## src/rtl/data_ram_arbiter.sv

```systemverilog
// data_ram_arbiter
//   Shares the single port of data_ram_model between the core load/store unit (port 0) and the
//   MLP weight/activation loader (port 1). Round-robin arbitration with a combinational accept.
//   The winning command is registered onto the RAM port. Read data is routed back to the
//   issuing port RD_LAT+1 clocks after the accept edge.
//
//   Optional feature macro: RAM_ARB_LOCK_EN
//     Adds lock0_i/lock1_i and an owner FSM so that one port can hold the RAM across several
//     accepts, for example for a read-modify-write or a burst load.
//
//   Owner FSM (RAM_ARB_LOCK_EN only)
//     state | meaning
//     FREE  | plain round-robin between both ports
//     OWN0  | port 0 holds the RAM; port 1 stalls
//     OWN1  | port 1 holds the RAM; port 0 stalls
//
//   RD_LAT must be in the range 1..4.
module data_ram_arbiter #(
    parameter int ADDR_W = 32,
    parameter int DATA_W = 32,
    parameter int WE_W   = DATA_W / 8,
    parameter int RD_LAT = 1
) (
    input  logic              clk,
    input  logic              rst_n,

    input  logic              req0_i,
    input  logic [ADDR_W-1:0] addr0_i,
    input  logic [DATA_W-1:0] wdata0_i,
    input  logic [WE_W-1:0]   we0_i,
    output logic              gnt0_o,
    output logic              rvalid0_o,
    output logic [DATA_W-1:0] rdata0_o,

    input  logic              req1_i,
    input  logic [ADDR_W-1:0] addr1_i,
    input  logic [DATA_W-1:0] wdata1_i,
    input  logic [WE_W-1:0]   we1_i,
    output logic              gnt1_o,
    output logic              rvalid1_o,
    output logic [DATA_W-1:0] rdata1_o,

`ifdef RAM_ARB_LOCK_EN
    input  logic              lock0_i,
    input  logic              lock1_i,
`endif

    output logic              ram_rst_o,
    output logic              ram_en_o,
    output logic [WE_W-1:0]   ram_we_o,
    output logic [ADDR_W-1:0] ram_addr_o,
    output logic [DATA_W-1:0] ram_din_o,
    input  logic [DATA_W-1:0] ram_dout_i
);

    // Round-robin pointer: 1 means port 1 was granted last, so port 0 wins the next tie.
    logic              last_q;

    // Per-port permission to be granted; both are always high without the lock feature.
    logic              allow0;
    logic              allow1;

    logic              gnt0;
    logic              gnt1;
    logic              any_gnt;

    // Command selected from the winning port.
    logic              sel_id;
    logic [ADDR_W-1:0] sel_addr;
    logic [DATA_W-1:0] sel_din;
    logic [WE_W-1:0]   sel_we;
    logic              sel_rd;

    // Registered RAM command.
    logic              ram_en_q;
    logic [WE_W-1:0]   ram_we_q;
    logic [ADDR_W-1:0] ram_addr_q;
    logic [DATA_W-1:0] ram_din_q;

    // Read tag travelling alongside the registered command.
    logic              cmd_rd_q;
    logic              cmd_id_q;

    // Tag delay line matching the RAM read latency.
    logic [RD_LAT-1:0] tag_vld_q;
    logic [RD_LAT-1:0] tag_id_q;
    logic              exit_vld;
    logic              exit_id;

    // Read return registers.
    logic              rvalid0_q;
    logic              rvalid1_q;
    logic [DATA_W-1:0] rdata0_q;
    logic [DATA_W-1:0] rdata1_q;

`ifdef RAM_ARB_LOCK_EN
    typedef enum logic [1:0] {
        FREE = 2'd0,
        OWN0 = 2'd1,
        OWN1 = 2'd2
    } owner_e;

    owner_e owner_q;
    logic   allow0_q;
    logic   allow1_q;

    // Owner FSM: a locked grant claims the RAM until the owner releases it or drops its request.
    always_ff @(posedge clk or negedge rst_n) begin
        if (!rst_n) begin
            owner_q  <= FREE;
            allow0_q <= 1'b1;
            allow1_q <= 1'b1;
        end else begin
            case (owner_q)
                FREE: begin
                    if (gnt0 && lock0_i) begin
                        owner_q  <= OWN0;
                        allow1_q <= 1'b0;
                    end else if (gnt1 && lock1_i) begin
                        owner_q  <= OWN1;
                        allow0_q <= 1'b0;
                    end
                end
                OWN0: begin
                    if (!req0_i || (gnt0 && !lock0_i)) begin
                        owner_q  <= FREE;
                        allow1_q <= 1'b1;
                    end
                end
                OWN1: begin
                    if (!req1_i || (gnt1 && !lock1_i)) begin
                        owner_q  <= FREE;
                        allow0_q <= 1'b1;
                    end
                end
                default: begin
                    owner_q  <= FREE;
                    allow0_q <= 1'b1;
                    allow1_q <= 1'b1;
                end
            endcase
        end
    end

    assign allow0 = allow0_q;
    assign allow1 = allow1_q;
`else
    assign allow0 = 1'b1;
    assign allow1 = 1'b1;
`endif

    // Arbitration: a tie goes to the port not granted last; nothing is granted while in reset.
    always_comb begin
        gnt0 = 1'b0;
        gnt1 = 1'b0;
        if (rst_n) begin
            if (req0_i && allow0 && req1_i && allow1) begin
                gnt0 = last_q;
                gnt1 = ~last_q;
            end else begin
                gnt0 = req0_i && allow0;
                gnt1 = req1_i && allow1;
            end
        end
    end

    assign any_gnt = gnt0 | gnt1;

    // Select the winning port's command for the RAM register stage.
    always_comb begin
        sel_id   = gnt1;
        sel_addr = addr0_i;
        sel_din  = wdata0_i;
        sel_we   = we0_i;
        if (gnt1) begin
            sel_addr = addr1_i;
            sel_din  = wdata1_i;
            sel_we   = we1_i;
        end
        sel_rd = any_gnt && (sel_we == '0);
    end

    // Command stage: register the accepted command; address and data hold when idle.
    always_ff @(posedge clk or negedge rst_n) begin
        if (!rst_n) begin
            ram_en_q   <= 1'b0;
            ram_we_q   <= '0;
            ram_addr_q <= '0;
            ram_din_q  <= '0;
            cmd_rd_q   <= 1'b0;
            cmd_id_q   <= 1'b0;
            last_q     <= 1'b1;
        end else if (any_gnt) begin
            ram_en_q   <= 1'b1;
            ram_we_q   <= sel_we;
            ram_addr_q <= sel_addr;
            ram_din_q  <= sel_din;
            cmd_rd_q   <= sel_rd;
            cmd_id_q   <= sel_id;
            last_q     <= sel_id;
        end else begin
            ram_en_q   <= 1'b0;
            ram_we_q   <= '0;
            cmd_rd_q   <= 1'b0;
        end
    end

    // Tag delay line: the tag leaves the last stage in the cycle the RAM presents its data.
    always_ff @(posedge clk or negedge rst_n) begin
        if (!rst_n) begin
            tag_vld_q <= '0;
            tag_id_q  <= '0;
        end else begin
            tag_vld_q[0] <= cmd_rd_q;
            tag_id_q[0]  <= cmd_id_q;
            for (int i = 1; i < RD_LAT; i++) begin
                tag_vld_q[i] <= tag_vld_q[i-1];
                tag_id_q[i]  <= tag_id_q[i-1];
            end
        end
    end

    assign exit_vld = tag_vld_q[RD_LAT-1];
    assign exit_id  = tag_id_q[RD_LAT-1];

    // Read return: capture RAM data for the issuing port as a one-cycle pulse.
    always_ff @(posedge clk or negedge rst_n) begin
        if (!rst_n) begin
            rvalid0_q <= 1'b0;
            rvalid1_q <= 1'b0;
            rdata0_q  <= '0;
            rdata1_q  <= '0;
        end else begin
            rvalid0_q <= exit_vld && !exit_id;
            rvalid1_q <= exit_vld && exit_id;
            if (exit_vld && !exit_id) begin
                rdata0_q <= ram_dout_i;
            end
            if (exit_vld && exit_id) begin
                rdata1_q <= ram_dout_i;
            end
        end
    end

    assign gnt0_o     = gnt0;
    assign gnt1_o     = gnt1;
    assign rvalid0_o  = rvalid0_q;
    assign rvalid1_o  = rvalid1_q;
    assign rdata0_o   = rdata0_q;
    assign rdata1_o   = rdata1_q;

    assign ram_rst_o  = ~rst_n;
    assign ram_en_o   = ram_en_q;
    assign ram_we_o   = ram_we_q;
    assign ram_addr_o = ram_addr_q;
    assign ram_din_o  = ram_din_q;

endmodule

```

## config.mk

```make
export PLATFORM = sky130hd
export DESIGN_NAME = data_ram_arbiter
export DESIGN_NICKNAME = d
export VERILOG_FILES = /design/src/rtl/data_ram_arbiter.sv
export SDC_FILE = /design/constraint.sdc
export NUM_CORES = 1
export LEC_CHECK = 0
export CAP_MARGIN = 0
export CORE_MARGIN = 5
export CORE_UTILIZATION = 35
export CTS_CLUSTER_SIZE = 28
export DETAILED_ROUTE_END_ITERATION = 16
export HOLD_SLACK_MARGIN = 0.12
export PLACE_DENSITY = 0.82
export SLEW_MARGIN = 20
export SYNTH_ARGS = -nofsm -noshare
export SYNTH_HDL_FRONTEND = slang
export SYNTH_SLANG_ARGS = --single-unit
```

## constraint.sdc

```tcl
create_clock -name clk -period 1.4 [get_ports clk]
set_clock_uncertainty 0.05 [all_clocks]
set_input_delay 0.14 -clock clk [delete_from_list [all_inputs] [get_ports clk]]
set_output_delay 0.14 -clock clk [all_outputs]
set_load 0.05 [all_outputs]
```

==> flow_metrics.py, run 1 <==
metrics = {
    "outcome": {
        "status": "finished, violations left",
        "violations": "setup timing",
    },
    "clock_network": {
        "root_buffer": "clkbuf_16",
        "cts.clk_slew.worst_paths_ns": 0.06,
        "cts.path.max_buffers": 2,
        "clock_sinks": 140,
        "htree_levels": 4,
        "cts_inserted_buffers": 17,
        "clk_latency_ns": 0.40,
        "cts_tree": "built",
    },
    "power_and_ir_drop": {
        "power.switching_fraction": 0.360,
        "clock_power_share": 0.243,
        "p_sw_mw": 6.50,
        "comb_power_share": 0.442,
        "leakagePower_nw": 5.31,
        "power_density_nw_per_um2": 1540,
        "internal_power_mw": 11.6,
        "max-vdd-ir-drop_mv": 0.789,
        "power_frac_seq": 0.315,
    },
    "global_route": {
        "overflow": 0,
        "grt_max_degree": 122,
        "antenna_found_initial": 0,
        "grt_pass1_wl_um": 30800,
        "grt_pass1_vias": 5336,
        "grt_use_total": 0.206,
    },
    "sta": {
        "max_freq_ghz": 0.613,
        "fin_tns_setup_ns": -10.22,
        "rsz0062_at_grt": "true",
        "timing.hold.ws_ns": 0.201,
        "fin_ws_ns": -0.232,
        "tightest_slew_ns": 0.641,
        "final.min_clock_period_ns": 1.63,
        "relSlewSlack": 0.572,
        "hold_violations": 0,
        "report.final.slew_viol_count": 0,
        "post-route-period-util": 1.17,
        "setup_viol": 71,
    },
    "min_path": {
        "whs_path_depth": 6,
        "hold_path.class": "input port to register",
        "whs_endpoint": "ram_we_o[3]$_DFF_PN0_",
        "min_from": "rst_n",
    },
    "floorplan": {
        "io_pins": 310,
        "die_y_um": 138,
        "rows": 46,
        "coreArea_um2": 16000,
        "dieArea_um2": 19100,
        "initial_utilization": 0.360,
        "fp.dieW_um": 138,
    },
    "yosys": {
        "yosysTopAreaCellShare": 0.605,
        "yosys.cell_types.count": 17,
        "post-synth-top-area-cell": "dfrtp_1",
        "yosys-top-cells-area": "dfrtp_1, mux2_2, mux2i_1",
        "ys_ff_latch": 140,
        "syn_area_per_cell_um2": 12.7,
        "mappedNetlistNets": 624,
        "synth_cells": 452,
        "synth-seq-area-share": 0.609,
        "yosysWarnings": 0,
        "synth_area_um2": 5750,
    },
    "critical_path": {
        "end_kind": "register",
        "reg2reg_to": "ram_din_o[12]$_DFFE_PN0P_",
        "cp_max_fo": 8,
        "r2r-start": "last_q$_DFFE_PN1P_",
        "cp.required_ns": 1.62,
        "crit_type": "register to register",
        "rrSetupSlack_ns": -0.23,
        "r2r.worst_path.cells": 7,
        "critPathMaxStageDelay_ns": 0.55,
        "worst_path_max_delay_cell": "dfstp_2",
        "path_common_cell": "buf_12",
        "startpoint_type": "register",
        "cp_cell_sequence": "nand2_2, nand3_4, buf_6, buf_12, buf_12, mux2i_4, o21ai_0",
        "arrival_ns": 1.86,
    },
    "placement": {
        "place_ws_ns": -0.293,
        "io_buffers": 309,
        "gp_congestion": 0.784,
        "place_hpwl_um": 14600,
    },
    "final_layout": {
        "drive_gt1_frac": 0.378,
        "antennaDiodeCount": 0,
        "areaGrowthSynthToFinish_pct": 103,
        "mostFrequentLayoutCells": "clkdlybuf4s50_1, buf_12, dfrtp_1, nand2_1, mux2_2",
        "seqCellArea_um2": 3500,
        "final_common_cell": "clkdlybuf4s50_1",
        "nets": 961,
        "utilization": 0.731,
        "n_fill_cell": 1019,
        "multi_input_area_um2": 2270,
    },
    "route": {
        "drc": 0,
        "vias_per_cell": 4.75,
        "routed_wl_um": 19600,
        "vias": 4835,
        "postRouteAntennaNets": 0,
        "first_iter_violations": 155,
        "wl_per_cell_um": 19.3,
        "drt_pass1_iterations": 4,
    },
    "run": {
        "drv_cap": 0,
    },
}
[worst max-delay path, delay by kind of cell, from the launching register on]
kind / cells / cell delay, ns
DFF: 1 / 0.55
buffers and inverters: 3 / 0.41
muxes: 1 / 0.22
and+or+nand+nor: 2 / 0.17
AOI/OAI and AO/OA: 1 / 0.09
[cell type report]
type                       instances  share of cell area
clock inverter                    10             0.00888
tap                              216              0.0231
clock buffer                      22              0.0414
inverter                           5             0.00203
multi-input combinational        278               0.194
sequential                       140               0.300
timing repair buffer             347               0.431
[cell families (layout without fill, tap and decap cells)]
logic type | after synthesis | in the layout | share of synthesized area
AO/OA/AOI/OAI | 68 | 68 | 0.0605
buffers and inverters | 34 | 384 | 0.0355
flip-flops | 140 | 140 | 0.609
multiplexers | 131 | 131 | 0.242
AND/OR/NAND/NOR | 79 | 79 | 0.0531
[sequential cells by signal (all words and copies together) (netlist names)]
signal and count:
rvalid1_o 1, ram_en_o 1, rvalid0_o 1, cmd_id_q 1, exit_id 1, last_q 1
ram_we_o 4, rdata0_o 32, cmd_rd_q 1, ram_din_o 32, ram_addr_o 32, rdata1_o 32
exit_vld 1
[synthesized netlist by cell type]
master	instances
dfrtp_1	139
nand2_1	72
mux2i_1	67
o21ai_0	65
mux2_2	64
buf_2	13
buf_6	8
clkbuf_1	8
inv_1	5
nor2_1	4
a21oi_1	1
and4_1	1
dfstp_2	1
nand3_1	1
nor2b_1	1
o21ai_2	1
o32ai_1	1
[how the worst max path moves through the flow]
| stage | from | endpoint |
|---|---|---|
| floorplan | last_q$_DFFE_PN1P_ | ram_we_o[3]$_DFF_PN0_ |
| global placement | req1_i | ram_din_o[8]$_DFFE_PN0P_ |
| detailed placement | req1_i | ram_din_o[23]$_DFFE_PN0P_ |
| CTS | last_q$_DFFE_PN1P_ | gnt0_o |
| global route | last_q$_DFFE_PN1P_ | ram_din_o[15]$_DFFE_PN0P_ |
| finish | last_q$_DFFE_PN1P_ | ram_din_o[12]$_DFFE_PN0P_ |
[power by group through the flow]
stage	registers (mW)	logic (mW)	clock network, mW
3_5_place_dp	5.76	7.79	0
5_1_grt	5.79	8.26	4.68
3_3_place_gp	5.69	7.69	0
6_report	5.69	7.98	4.38
2_1_floorplan	7.95	0.892	0
4_1_cts	5.70	7.96	4.49
[layer usage]
layer	up-vias	track usage	wire length (µm)
met5	-	0	0
met1	2319	0.230	7320
met3	36	0.0755	1580
li1	2246	-	-
met4	0	0.0733	555
met2	234	0.361	10200
[timing repair]
| item | in CTS | in global routing |
|---|---|---|
| gates resized for setup | 43 | 64 |
| endpoints found under the hold margin | 140 | 0 |
| buffers inserted | 6 | 4 |
| hold buffers | 2 | 0 |
| pin swaps | 3 | 11 |
| setup endpoints to repair | 70 | 73 |
| gates cloned | 5 | 0 |
[per-stage QoR]
step / instance area, µm² / cells / power [mW]
6_report: 11700 / 1018 / 18.0
3_3_place_gp: 10600 / 973 / 13.4
2_1_floorplan: 5760 / 452 / 8.84
3_5_place_dp: 10600 / 973 / 13.5
5_1_grt: 11700 / 1018 / 18.7
4_1_cts: 11600 / 1018 / 18.1
No activity file was read; power rests on OpenSTA's default activity.
==> inputs of run 2 (changes only) <==
--- a/config.mk
+++ b/config.mk
@@ -7,11 +7,12 @@
 export LEC_CHECK = 0
 export CAP_MARGIN = 0
 export CORE_MARGIN = 5
-export CORE_UTILIZATION = 35
+export CORE_UTILIZATION = 36
+export CTS_BUF_LIST = sky130_fd_sc_hd__clkbuf_8
 export CTS_CLUSTER_SIZE = 28
 export DETAILED_ROUTE_END_ITERATION = 16
 export HOLD_SLACK_MARGIN = 0.12
-export PLACE_DENSITY = 0.82
+export PLACE_DENSITY = 0.78
 export SLEW_MARGIN = 20
 export SYNTH_ARGS = -nofsm -noshare
 export SYNTH_HDL_FRONTEND = slang
==> run 2 against run 1 <==
Compared with the run above: the run still ends with setup timing left; non-clock buffer count up 1; utilization shrank 0.23 points; die area down 2.6%; maximum frequency is 0.80% lower; first-iteration DRC count up 6.5%; cell count about the same; combinational power about the same; global-route usage grew 0.59 points; sequential cell count stayed put; power shrank 5.9%.
==> flow_metrics.py, run 2 (synthesis gave the netlist of run 1 again) <==
metrics = {
    "placement": {
        "place_hpwl_um": 14900,
        "post_dp_cell_area_um2": 10500,
        "place_ws_ns": -0.240,
        "io_buffers": 309,
        "gp_congestion": 0.778,
    },
    "global_route": {
        "busiest_layer": "met2",
        "grt_use_total": 0.211,
        "grt_use_met2": 0.375,
        "met3_usage": 0.0862,
        "overflow": 0,
        "use_met1": 0.223,
        "grt_pass1_wl_um": 29800,
        "grt_max_degree": 87,
        "grt_pass1_vias": 5450,
        "antenna_found_initial": 0,
    },
    "power_and_ir_drop": {
        "power_density_nw_per_um2": 1480,
        "leakagePower_nw": 5.30,
        "comb_power_share": 0.470,
        "p_sw_mw": 6.33,
        "power_frac_seq": 0.334,
        "power_mw": 17.0,
        "max-vdd-ir-drop_mv": 0.676,
        "clock_power_share": 0.196,
        "power.switching_fraction": 0.373,
        "internal_power_mw": 10.7,
    },
    "critical_path": {
        "path_buf_inv": 3,
        "arrival_ns": 1.92,
        "startpoint_type": "register",
        "r2r.worst_path.cells": 7,
        "cp.required_ns": 1.67,
        "worst_path_max_delay_cell": "dfstp_2",
        "crit_type": "register to register",
        "reg2reg_to": "ram_din_o[23]$_DFFE_PN0P_",
        "r2r-start": "last_q$_DFFE_PN1P_",
        "cp_max_fo": 9,
        "rrSetupSlack_ns": -0.25,
        "crit_family": "flip-flops",
        "critPathMaxStageDelay_ns": 0.55,
        "cp_cell_sequence": "nand2_2, nand3_4, buf_12, buf_4, buf_16, mux2i_2, o21ai_1",
        "end_kind": "register",
    },
    "route": {
        "drt_pass1_iterations": 4,
        "first_iter_violations": 165,
        "postRouteAntennaNets": 0,
        "vias_per_cell": 4.88,
        "vias": 4972,
        "drc": 0,
        "routed_wl_um": 20800,
        "wl_per_cell_um": 20.4,
    },
    "final_layout": {
        "nets": 962,
        "mostFrequentLayoutCells": "clkdlybuf4s50_1, buf_12, dfrtp_1, nand2_1, mux2_2",
        "antennaDiodeCount": 0,
        "n_fill_cell": 1030,
        "design_area_um2": 11500,
        "areaGrowthSynthToFinish_pct": 99.7,
        "drive_gt1_frac": 0.365,
        "utilization": 0.729,
        "final_common_cell": "clkdlybuf4s50_1",
    },
    "floorplan": {
        "die_y_um": 136,
        "coreArea_um2": 15800,
        "fp.dieW_um": 136,
        "dieArea_um2": 18600,
        "initial_utilization": 0.365,
        "io_pins": 310,
        "rows": 46,
    },
    "sta": {
        "rsz0062_at_grt": "true",
        "hold_violations": 0,
        "max_freq_ghz": 0.608,
        "relSlewSlack": 0.559,
        "tightest_slew_ns": 0.662,
        "post-route-period-util": 1.18,
        "timing.hold.ws_ns": 0.263,
        "report.final.slew_viol_count": 0,
        "setup_viol": 68,
        "fin_ws_ns": -0.245,
        "final.min_clock_period_ns": 1.65,
    },
    "min_path": {
        "hold_path.class": "input port to register",
        "whs_endpoint": "ram_addr_o[1]$_DFFE_PN0P_",
        "min_from": "addr1_i[1]",
        "whs_path_depth": 3,
    },
    "clock_network": {
        "cts.path.max_buffers": 2,
        "clk_latency_ns": 0.44,
        "cts_inserted_buffers": 17,
        "cts.clk_slew.worst_paths_ns": 0.08,
        "cts_tree": "built",
        "root_buffer": "clkbuf_8",
        "clock_sinks": 140,
        "htree_levels": 4,
    },
    "outcome": {
        "status": "finished, violations left",
        "violations": "setup timing",
    },
    "run": {
        "drv_cap": 0,
    },
}
==> run 2: power groups by stage <==
stage,Combinational (mW),Clock (mW),Sequential (mW)
after floorplan,0.892,0,7.95
after global placement,7.63,0,5.68
after detailed placement,7.74,0,5.75
after CTS,7.86,3.40,5.67
after global routing,8.24,3.62,5.76
final,7.98,3.34,5.66
==> run 2: repair_timing <==
action / CTS / global route
gates cloned: 4 / 5
pin swaps: 3 / 4
buffers inserted: 3 / 11
endpoints found under the hold margin: 139 / 0
hold buffers: 3 / 0
gates resized for setup: 21 / 83
setup endpoints to repair: 66 / 71
==> run 2: metrics by stage <==
| stage | instances | TNS (ns) |
|---|---|---|
| floorplan | 452 | -0.161 |
| global placement | 962 | -12.52 |
| detailed placement | 962 | -14.91 |
| CTS | 1004 | -9.63 |
| global route | 1019 | -14.94 |
| finish | 1019 | -10.29 |
==> run 2: worst max path at each step <==
stage	start	cells past startpoint	slack, ns	endpoint
after floorplan	last_q$_DFFE_PN1P_	7	-0.12	ram_we_o[3]$_DFF_PN0_
after global placement	req0_i	6	-0.23	ram_addr_o[11]$_DFFE_PN0P_
after detailed placement	req0_i	6	-0.24	ram_addr_o[3]$_DFFE_PN0P_
after CTS	last_q$_DFFE_PN1P_	4	-0.24	gnt0_o
after global routing	last_q$_DFFE_PN1P_	7	-0.32	ram_din_o[23]$_DFFE_PN0P_
final	last_q$_DFFE_PN1P_	7	-0.25	ram_din_o[23]$_DFFE_PN0P_
==> run 2: worst min-delay path, cell delays in order <==
cell             delay, ns
clkdlybuf4s50_1       0.39
mux2i_1               0.12
o21ai_1               0.07
==> run 2: final cells by class <==
class,count,area (µm²),share of cell area
repair buffers,348,5120,0.445
flip-flops and latches,140,3500,0.305
multi-input cells,278,2170,0.189
clock buffers,21,289,0.0252
well taps,216,270,0.0235
clock inverters,11,116,0.0101
inverters,5,23.8,0.00207
==> run 2: metal layers <==
| metal | share of wire | up-vias |
|---|---|---|
| met2 | 0.54 | 231 |
| met4 | 0.030 | 0 |
| li1 | - | 2239 |
| met1 | 0.35 | 2452 |
| met5 | 0 | - |
| met3 | 0.083 | 50 |
==> inputs of run 3 (changes only) <==
--- a/config.mk
+++ b/config.mk
@@ -6,13 +6,15 @@
 export NUM_CORES = 1
 export LEC_CHECK = 0
 export CAP_MARGIN = 0
+export CELL_PAD_IN_SITES_DETAIL_PLACEMENT = 0
+export CELL_PAD_IN_SITES_GLOBAL_PLACEMENT = 1
 export CORE_MARGIN = 5
-export CORE_UTILIZATION = 36
+export CORE_UTILIZATION = 27
 export CTS_BUF_LIST = sky130_fd_sc_hd__clkbuf_8
 export CTS_CLUSTER_SIZE = 28
 export DETAILED_ROUTE_END_ITERATION = 16
 export HOLD_SLACK_MARGIN = 0.12
-export PLACE_DENSITY = 0.78
+export PLACE_DENSITY_LB_ADDON = 0.1
 export SLEW_MARGIN = 20
 export SYNTH_ARGS = -nofsm -noshare
 export SYNTH_HDL_FRONTEND = slang
==> run 3 against run 2 <==
Compared with the run above: the flow still finishes with violations (setup timing); register-to-register slack about the same; highest routed layer unchanged; sequential cell count unchanged; sequential power about the same; worst setup slack worse by 0.072 ns; die area up 31%; cell count up 6.2%; utilization down 18 points; non-clock buffer count up 3; clock-buffer cell count down 4; clock power down 8.7%.
==> flow_metrics.py, run 3 (synthesis gave the netlist of run 1 again) <==
metrics = {
    "critical_path": {
        "arrival_ns": 1.53,
        "cp.required_ns": 1.21,
        "startpoint_type": "register",
        "crit_type": "register to output pin",
        "cp_max_fo": 2,
        "end_kind": "output pin",
    },
    "route": {
        "drc": 0,
        "wl_met2_um": 9360,
        "wl_per_cell_um": 17.3,
        "drt_pass1_iterations": 4,
        "postRouteAntennaNets": 0,
        "dr.max_layer_used": "met4",
        "first_iter_violations": 121,
        "wl_met1_um": 7300,
        "dr_wl_met3_um": 1660,
        "vias": 4663,
        "routed_wl_um": 18700,
        "vias_per_cell": 4.31,
    },
    "power_and_ir_drop": {
        "internal_power_mw": 10.2,
        "leakagePower_nw": 5.27,
        "p_sw_mw": 6.41,
        "power.switching_fraction": 0.387,
        "power_mw": 16.6,
        "clock_power_share": 0.184,
        "comb_power_share": 0.476,
        "power_density_nw_per_um2": 1440,
        "power_frac_seq": 0.340,
        "max-vdd-ir-drop_mv": 0.534,
    },
    "sta": {
        "setup_viol": 71,
        "hold_violations": 0,
        "max_freq_ghz": 0.582,
        "timing.hold.ws_ns": 0.166,
        "post-route-period-util": 1.23,
        "tightest_slew_ns": 0.746,
        "report.final.slew_viol_count": 0,
        "fin_tns_setup_ns": -11.87,
        "final.min_clock_period_ns": 1.72,
        "rsz0062_at_grt": "true",
        "relSlewSlack": 0.503,
        "fin_ws_ns": -0.317,
    },
    "final_layout": {
        "utilization": 0.548,
        "final_cells": 1082,
        "design_area_um2": 11500,
        "final_common_cell": "clkdlybuf4s50_1",
        "nets": 965,
        "areaGrowthSynthToFinish_pct": 100,
        "drive_gt1_frac": 0.365,
        "mostFrequentLayoutCells": "clkdlybuf4s50_1, buf_12, dfrtp_1, nand2_1",
        "n_fill_cell": 1731,
    },
    "clock_network": {
        "root_buffer": "clkbuf_8",
        "clock_sinks": 140,
        "cts_tree": "built",
        "cts.clk_slew.worst_paths_ns": 0.09,
        "cts.path.max_buffers": 2,
        "clk_latency_ns": 0.43,
        "cts_inserted_buffers": 17,
        "htree_levels": 4,
    },
    "floorplan": {
        "dieArea_um2": 24300,
        "rows": 53,
        "coreArea_um2": 21000,
        "die_y_um": 156,
        "initial_utilization": 0.274,
        "io_pins": 310,
        "fp.dieW_um": 156,
    },
    "placement": {
        "gp_congestion": 0.747,
        "io_buffers": 309,
        "place_ws_ns": -0.358,
        "placed_cells": 1026,
        "place_hpwl_um": 14200,
        "post_dp_cell_area_um2": 10700,
    },
    "run": {
        "drv_cap": 0,
    },
    "global_route": {
        "grt_use_total": 0.152,
        "overflow": 0,
        "grt_pass1_wl_um": 28400,
        "grt_max_degree": 135,
        "antenna_found_initial": 1,
        "grt_pass1_vias": 4948,
    },
    "outcome": {
        "violations": "setup timing",
        "status": "finished, violations left",
    },
    "min_path": {
        "hold_path.class": "input port to asynchronous set/reset pin",
    },
}
==> run 3: critical path, stage by stage, from the launching register on <==
cell	delay (ns)
dfstp_2	0.56
buf_6	0.11
o21ai_4	0.05
buf_6	0.13
nor2_4	0.09
buf_8	0.15
==> run 3: routing by layer <==
layer | GRT usage | vias up
met1 | 0.181 | 2193
met5 | 0 | -
met3 | 0.0619 | 22
met4 | 0.0509 | 0
met2 | 0.252 | 193
li1 | - | 2255
==> run 3: layout make-up <==
class	instances	area, µm²	area share
diodes	1	2.50	0.000217
clock buffers	17	234	0.0203
clock inverters	15	126	0.0110
inverters	5	23.8	0.00206
multi-input cells	278	2170	0.189
flip-flops and latches	140	3500	0.304
well taps	275	344	0.0299
repair buffers	351	5110	0.444
==> run 3: final timing paths <==
kind / start / end / slack [ns] / cells after the start
worst min register to register: cmd_rd_q$_DFF_PN0_ / exit_vld$_DFF_PN0_ / 0.31 / 0
worst min-delay path: rst_n / ram_we_o[0]$_DFF_PN0_ / 0.17 / 3
worst max register to register: last_q$_DFFE_PN1P_ / ram_din_o[1]$_DFFE_PN0P_ / -0.24 / 7
min in group clk: rst_n / ram_we_o[3]$_DFF_PN0_ / 0.17 / 6
max in group asynchronous: rst_n / ram_din_o[15]$_DFFE_PN0P_ / 0.56 / 3
worst max-delay path: last_q$_DFFE_PN1P_ / gnt0_o / -0.32 / 5
==> run 3: power groups by stage <==
stage	logic [mW]	clock network, mW	registers (mW)
global placement	7.70	0	5.67
finish	7.90	3.05	5.63
floorplan	0.892	0	7.95
CTS	7.88	3.20	5.65
detailed placement	7.74	0	5.73
global route	8.19	3.35	5.73
==> run 3: what timing repair did <==
| action | 4_1_cts | 5_1_grt |
|---|---|---|
| endpoints found under the setup margin | 68 | 206 |
| setup buffers | 4 | 14 |
| resized for setup | 24 | 102 |
| cloned | 5 | 1 |
| pin swaps | 4 | 11 |
| hold buffers | 1 | 2 |
| hold endpoints to repair | 141 | 5 |
